<file path="src/rtl/slc3_isdu.sv">
// SLC-3 instruction sequencing/decode unit: Moore FSM that drives every datapath
// load enable, bus gate, mux select and memory strobe through fetch/decode/execute.
module slc3_isdu #(
    parameter int MEM_WAIT = 3
) (
    input  logic       Clk,
    input  logic       Reset,
    input  logic       Run,
    input  logic       Continue,
    input  logic [3:0] Opcode,
    input  logic       IR_5,
    input  logic       BEN,
    output logic       LD_MAR,
    output logic       LD_MDR,
    output logic       LD_IR,
    output logic       LD_BEN,
    output logic       LD_CC,
    output logic       LD_REG,
    output logic       LD_PC,
    output logic       LD_LED,
    output logic       GatePC,
    output logic       GateMDR,
    output logic       GateALU,
    output logic       GateMARMUX,
    output logic [1:0] PCMUX,
    output logic       DRMUX,
    output logic       SR1MUX,
    output logic       SR2MUX,
    output logic       ADDR1MUX,
    output logic [1:0] ADDR2MUX,
    output logic [1:0] ALUK,
    output logic       Mem_OE,
    output logic       Mem_WE
);

    localparam logic [4:0] HALTED   = 5'd0;
    localparam logic [4:0] FETCH1   = 5'd1;
    localparam logic [4:0] FETCH_RD = 5'd2;
    localparam logic [4:0] FETCH3   = 5'd3;
    localparam logic [4:0] DECODE   = 5'd4;
    localparam logic [4:0] S_ADD    = 5'd5;
    localparam logic [4:0] S_AND    = 5'd6;
    localparam logic [4:0] S_NOT    = 5'd7;
    localparam logic [4:0] BR_CHK   = 5'd8;
    localparam logic [4:0] BR_TAKE  = 5'd9;
    localparam logic [4:0] S_JMP    = 5'd10;
    localparam logic [4:0] JSR1     = 5'd11;
    localparam logic [4:0] JSR2     = 5'd12;
    localparam logic [4:0] LDR1     = 5'd13;
    localparam logic [4:0] LDR_RD   = 5'd14;
    localparam logic [4:0] LDR3     = 5'd15;
    localparam logic [4:0] STR1     = 5'd16;
    localparam logic [4:0] STR2     = 5'd17;
    localparam logic [4:0] STR_WR   = 5'd18;
    localparam logic [4:0] PAUSE1   = 5'd19;
    localparam logic [4:0] PAUSE2   = 5'd20;

    localparam logic [3:0] WAIT_INIT = 4'(MEM_WAIT - 1);

    logic [4:0] state_q, state_d;
    logic [3:0] wait_q, wait_d;

    function automatic logic is_mem(input logic [4:0] s);
        return (s == FETCH_RD) || (s == LDR_RD) || (s == STR_WR);
    endfunction

    always_comb begin
        state_d = state_q;
        case (state_q)
            HALTED:   if (Run) state_d = FETCH1;
            FETCH1:   state_d = FETCH_RD;
            FETCH_RD: if (wait_q == 4'd0) state_d = FETCH3;
            FETCH3:   state_d = DECODE;
            DECODE: begin
                case (Opcode)
                    4'b0001: state_d = S_ADD;
                    4'b0101: state_d = S_AND;
                    4'b1001: state_d = S_NOT;
                    4'b0000: state_d = BR_CHK;
                    4'b1100: state_d = S_JMP;
                    4'b0100: state_d = JSR1;
                    4'b0110: state_d = LDR1;
                    4'b0111: state_d = STR1;
                    4'b1101: state_d = PAUSE1;
                    default: state_d = FETCH1;
                endcase
            end
            S_ADD, S_AND, S_NOT, S_JMP, BR_TAKE, JSR2, LDR3: state_d = FETCH1;
            BR_CHK:   state_d = BEN ? BR_TAKE : FETCH1;
            JSR1:     state_d = JSR2;
            LDR1:     state_d = LDR_RD;
            LDR_RD:   if (wait_q == 4'd0) state_d = LDR3;
            STR1:     state_d = STR2;
            STR2:     state_d = STR_WR;
            STR_WR:   if (wait_q == 4'd0) state_d = FETCH1;
            PAUSE1:   if (Continue) state_d = PAUSE2;
            PAUSE2:   if (!Continue) state_d = FETCH1;
            default:  state_d = HALTED;
        endcase
    end

    // Memory states are never entered from one another, so entry is a non-mem -> mem edge.
    always_comb begin
        wait_d = wait_q;
        if (is_mem(state_d) && !is_mem(state_q)) begin
            wait_d = WAIT_INIT;
        end else if (is_mem(state_q) && (wait_q != 4'd0)) begin
            wait_d = wait_q - 4'd1;
        end
    end

    always_ff @(posedge Clk) begin
        if (Reset) begin
            state_q <= HALTED;
            wait_q  <= 4'd0;
        end else begin
            state_q <= state_d;
            wait_q  <= wait_d;
        end
    end

    always_comb begin
        LD_MAR = 1'b0; LD_MDR = 1'b0; LD_IR = 1'b0; LD_BEN = 1'b0;
        LD_CC = 1'b0; LD_REG = 1'b0; LD_PC = 1'b0; LD_LED = 1'b0;
        GatePC = 1'b0; GateMDR = 1'b0; GateALU = 1'b0; GateMARMUX = 1'b0;
        PCMUX = 2'b00; DRMUX = 1'b0; SR1MUX = 1'b0; SR2MUX = 1'b0;
        ADDR1MUX = 1'b0; ADDR2MUX = 2'b00; ALUK = 2'b00;
        Mem_OE = 1'b0; Mem_WE = 1'b0;
        case (state_q)
            FETCH1: begin
                GatePC = 1'b1; LD_MAR = 1'b1; PCMUX = 2'b00; LD_PC = 1'b1;
            end
            FETCH_RD, LDR_RD: begin
                Mem_OE = 1'b1;
                LD_MDR = (wait_q == 4'd0);
            end
            FETCH3: begin
                GateMDR = 1'b1; LD_IR = 1'b1;
            end
            DECODE: LD_BEN = 1'b1;
            S_ADD, S_AND, S_NOT: begin
                SR1MUX = 1'b1; SR2MUX = IR_5; DRMUX = 1'b0;
                GateALU = 1'b1; LD_REG = 1'b1; LD_CC = 1'b1;
                ALUK = (state_q == S_ADD) ? 2'b00 : (state_q == S_AND) ? 2'b01 : 2'b10;
            end
            BR_TAKE: begin
                ADDR1MUX = 1'b0; ADDR2MUX = 2'b10; PCMUX = 2'b10; LD_PC = 1'b1;
            end
            S_JMP: begin
                SR1MUX = 1'b1; ADDR1MUX = 1'b1; ADDR2MUX = 2'b00; PCMUX = 2'b10; LD_PC = 1'b1;
            end
            JSR1: begin
                DRMUX = 1'b1; GatePC = 1'b1; LD_REG = 1'b1;
            end
            JSR2: begin
                ADDR1MUX = 1'b0; ADDR2MUX = 2'b11; PCMUX = 2'b10; LD_PC = 1'b1;
            end
            LDR1, STR1: begin
                SR1MUX = 1'b1; ADDR1MUX = 1'b1; ADDR2MUX = 2'b01;
                GateMARMUX = 1'b1; LD_MAR = 1'b1;
            end
            LDR3: begin
                DRMUX = 1'b0; GateMDR = 1'b1; LD_REG = 1'b1; LD_CC = 1'b1;
            end
            STR2: begin
                SR1MUX = 1'b0; ALUK = 2'b11; GateALU = 1'b1; LD_MDR = 1'b1;
            end
            STR_WR: Mem_WE = 1'b1;
            PAUSE1: LD_LED = 1'b1;
            default: ;
        endcase
    end

endmodule

</file>
<file path="config.mk">
export PLATFORM = sky130hd
export DESIGN_NAME = slc3_isdu
export DESIGN_NICKNAME = d
export VERILOG_FILES = /design/src/rtl/slc3_isdu.sv
export SDC_FILE = /design/constraint.sdc
export NUM_CORES = 1
export LEC_CHECK = 0
export CORE_MARGIN = 2
export CORE_UTILIZATION = 51
export DETAILED_ROUTE_END_ITERATION = 8
export GPL_TIMING_DRIVEN = 0
export PLACE_DENSITY = 0.94
export SLEW_MARGIN = 15
export SYNTH_ARGS = -nofsm -noshare
export SYNTH_HDL_FRONTEND = slang
export SYNTH_SLANG_ARGS = --single-unit
</file>
<file path="constraint.sdc">
create_clock -name Clk -period 4.1 [get_ports Clk]
set_input_delay 0.82 -clock Clk [delete_from_list [all_inputs] [get_ports Clk]]
set_output_delay 0.82 -clock Clk [all_outputs]
set_load 0.01 [all_outputs]
</file>
* Yosys cells after proc, flatten, opt, wreduce, memory -nomap -nowiden *
Memory sizes are Yosys's and may differ from the RTL's.
Cells that the tools add are included.

storage, ports and cells
  bits in registers = 9
  ROM bits = 80
  input bits = 10
  output and inout port bits = 24
  word-level logic and storage cells = 87
  memories = 1

operators by class
  add/sub/neg operators = 1
  equality and inequality tests = 23
  mux-type cells = 33
  reduce and logical (&&, ||, !) cells = 26

memories
  name             depth  width  read ports  clocked after memory_dff  write ports  RTL line  RTL
  (no name shown)  16     5      1           0                         0            75        case (Opcode)

operators by type and width
  operator               count
  $pmux W5 S15           1
  $eq A5 B4 Y1 const B   9
  $eq A5 B5 Y1 const B   6
  $mux W5                6
  $eq A5 B3 Y1 const B   4
  $mux W1                17
  $eq A5 B2 Y1 const B   3
  $reduce_or A3 Y1       4
  $reduce_or A4 Y1       3
  $mux W2                5
  $reduce_or A2 Y1       5
  $reduce_or A7 Y1       1
  $pmux W2 S3            1
  $reduce_or A6 Y1       1
  $eq A5 B1 Y1 const B   1
  $logic_not A5 Y1       1
  $reduce_or A5 Y1       1
  $logic_not A4 Y1       1
  $logic_or A1 B1 Y1     4
  $mux W4                1
  $pmux W2 S2            1
  $reduce_bool A4 Y1     1
  $sub A4 B1 Y4 const B  1
  $logic_and A1 B1 Y1    2
  other kinds (3)        3

* Depth between registers and ports, before layout *
  word-level depth = 8
  mapped depth = 8
  mapped depth without buffers = 8

* Worst setup path after synthesis *
Ideal clock, no wire load.

  path type = register to output
  start point = reg state_q[0]
  end point = out GatePC
  data arrival time = 1.537 ns
  data required time = 3.280 ns
  path slack = 1.743 ns
  cell stages (with the launch flop) = 6
  buffers on the path = 3
  cell sequence = dfxtp_1 -> buf_6 -> clkbuf_1 -> clkbuf_1 -> nand2_1 -> nor4bb_1

on the way
  cells in the longest elaborated chain, start to end = 3
  elaborated cells between the ends (all ways) = 4
  those cells by class = 2 x eq/ne; 1 x mux; 1 x reduce/logical

ends and longest elaborated chain
  element                                              RTL line  RTL
  start, declared                                      60        logic [4:0] state_q, state_d;
  start signal, assigned                               117       state_q <= state_d;
  $eq A5 B4 Y1 / $eq A5 B1 Y1 (equally long branches)  129       case (state_q)
  $reduce_or A2 Y1 (no source line) (*)                n/a
  $mux W1 (*)                                          129
  end, declared                                        21        output logic GatePC,

Every way passes the cells marked *; elsewhere a longest branch is shown, timed or not.

* Worst setup path after layout *
  start point = reg state_q[0]
  end point = out LD_PC

on the way
  cells in the longest elaborated chain, start to end = 3
  elaborated cells between the ends (all ways) = 6
  those cells by class = 4 x eq/ne; 1 x mux; 1 x reduce/logical

ends and longest elaborated chain
  element                                              RTL line  RTL
  $eq A5 B4 Y1 / $eq A5 B1 Y1 (equally long branches)  129
  $reduce_or A4 Y1 (no source line) (*)                n/a
  $mux W1 (*)                                          129
  end, declared                                        19        output logic LD_PC,

Marked as above.

==> metrics <==
CP Max Fanout 10; Synth Net Count 183; Die Footprint 2733 µm²; HP Start wait_q[3]$_SDFFE_PP0P_; antenna viol nets, final 0; Hold Path Class reg -> reg; H-tree levels 1; Worst R2R End wait_q[1]$_SDFFE_PP0P_; area leader, netlist dfxtp_1; Leakage 0.6193 nW; Setup TNS 0 ps; Crit Path Category reg -> out; post-CTS setup buffer count 0; IO Count 34; Post-synth EDFFs 0; Core Util, Final 70.98%; drt wl/cell 14.89 µm; Place WS 1053 ps; Setup-failing EPs final 0; Pre-Repair DR Iteration Count 4; Area after DPL 1544 µm²; Reg2Reg Setup Slack 1950 ps; Max clock buf depth 2; Critical Path Start Type flop; post-synthesis sequential area ratio 15.16%; largest net degree at the start of global routing 11; final worst slack 702.2 ps; CTS clk-pin slew, worst paths 60 ps; Die Y 52.28 µm; GRT Resource Usage Total 29.64%; vias in the first global route 1,360; Power Internal 298.2 µW; final hold viol count 0; routed wire length 3.470 mm; Critical Path AT 2580 ps; synth warn 0; launching point of the worst reg2reg path state_q[0]$_SDFF_PP0_; synth top area cells dfxtp_1, nor2_1, a21oi_1; Largest stage delay, worst path 540 ps; worst-margin pin slew 764.6 ps; via count 1,382; synthesized flop and latch total 9; min Tclk post-route 3398 ps; Avg Inst Size Synth 7.033 µm²; Gate Count Post-Synth 169; RSZ-0062 raised after global routing no; Port Buffers 32; worst-skew pair later-pin latency 260 ps; Nets 220; Rows 17; Reg2Reg Depth 7; Req. time, crit path 3280 ps; Layout Cells excl Fill 233; n_diodes 0; share of cells above drive strength 1 10.73%; Sw Pwr 239.0 µW; Design Area, Final 1570 µm²; Residual DRC 0; area share of the largest cell type after synthesis 15.16%; post-cts resize count 0; CTS tree yes; crit path cell chain buf_6 -> clkbuf_1 -> clkbuf_1 -> nand2_1 -> nor2_1 -> a21oi_1 -> nor2_1 -> clkdlybuf4s50_1; Comb pwr share 66.2%; Num CTS Buffers 3; top_reg_cell synth dfxtp_1; clk_skew 1.358 ps; hold path endpoint wait_q[3]$_SDFFE_PP0P_; Initial Util 53.73%; DP HPWL 2.770 mm; hold buffers post-CTS 0; Via density 5.931; CP max stage cell clkdlybuf4s50_1; synthesized cell area 1189 µm²; max_cap viols 0; maximum clock rate 0.2943 GHz; Pins Over Slew Limit 0; global-route wire length before repair 6.009 mm; Area Overhead vs Synth 32.11%; root buf cell clkbuf_4; worst hold slack 579.0 ps; crit share post-route 82.87%; total power 537.2 µW; placed instance count 229; Cell variety after synth 57; Synth async-reset ratio 0%; Clock Power Share 12.4%; clock sinks 9; crit path capture type primary output; Sw Share 44.50%; hold path depth 2; VDD IR max 0.2874 mV; PD cells 342.1 nW/µm²; Core Region 2212 µm²; status finished clean; initial DRC count 22; initial antenna violation count 0; CP startpoint state_q[0]$_SDFF_PP0_; Final Wtd Congestion 0.9754; die width 52.28 µm; grt ovf 0; sequential share of power 21.4%; slew margin rel. 48.92%
worst max-delay path, delay by kind of cell, from the launching register on:
| family | cells | cell delay [ps] |
|---|---|---|
| AOI/OAI and AO/OA | 1 | 70 |
| buffers and inverters | 4 | 1480 |
| DFF | 1 | 320 |
| and+or+nand+nor | 3 | 450 |
layout make-up:
cell class	instances	area, µm²
Multi-Input combinational cell	140	904.6
Fill cell	193	641.9
Timing Repair Buffer	32	320.3
Sequential cell	9	180.2
Buffer	13	77.57
Tap cell	28	35.03
Clock buffer	4	26.28
Inverter	7	26.28
cell usage in the layout, fill, tap and decap left out, types with 5 or more instances in the layout:
cell / Yosys / final
a21oi_1: 14 / 14
buf_2: 5 / 5
clkdlybuf4s50_1: 0 / 32
dfxtp_1: 9 / 9
inv_1: 6 / 6
nand2_1: 15 / 15
nand2b_1: 9 / 9
nor2_1: 20 / 20
nor2b_1: 6 / 6
nor3_1: 7 / 7
o21ai_0: 8 / 8
per-layer routing:
layer / track usage (%) / vias to the layer above / wire, µm
li1: - / 679 / -
met4: 18.80 / 0 / 131
met5: 0 / - / 0
met1: 36.05 / 633 / 1439
met3: 3.714 / 12 / 197
met2: 48.95 / 58 / 1700
flip-flops by register name, summed over array words and instances (netlist names):
register,cells
state_q,5
wait_q,4
cells by family after synthesis:
| kind of cell | after synthesis | share of synthesized area (%) |
|---|---|---|
| DFF | 9 | 15.16 |
| buffers and inverters | 20 | 8.735 |
| muxes | 1 | 0.9473 |
| AOI/OAI and AO/OA | 47 | 28.00 |
| xor gates and xnor gates | 6 | 4.421 |
| adders and majority gates | 4 | 4.211 |
| other | 1 | 0.3155 |
| and+or+nand+nor | 81 | 38.21 |
cells in the mapped netlist, types with 2 or more instances:
cell type,number
a21o_1,3
a21oi_1,14
and2_1,2
buf_2,5
buf_4,2
buf_6,2
clkbuf_1,3
dfxtp_1,9
ha_1,4
inv_1,6
nand2_1,15
nand2b_1,9
nand3b_1,2
nor2_1,20
nor2b_1,6
nor3_1,7
nor3b_1,3
nor4b_1,2
nor4bb_1,2
o21ai_0,8
o22ai_1,2
o2bb2ai_1,2
or2_2,2
or3b_1,2
xnor2_1,4
xor2_1,2
worst max path at each step:
stage,end,slack (ps),cells past startpoint
5_1_grt,ADDR1MUX,530,7
3_3_place_gp,LD_PC,1110,8
2_1_floorplan,GatePC,1740,5
3_5_place_dp,GatePC,1050,6
6_report,LD_PC,700,8
4_1_cts,GatePC,770,6
power by group through the flow:
stage                     clock network, mW  logic, mW  registers (mW)
after CTS                            0.0699      0.350           0.115
final                                0.0666      0.356           0.115
after detailed placement                  0      0.349           0.117
after global routing                 0.0752      0.389           0.116
after floorplan                           0      0.244           0.113
after global placement                    0      0.340           0.116
Power figures use the tool's default switching activity.
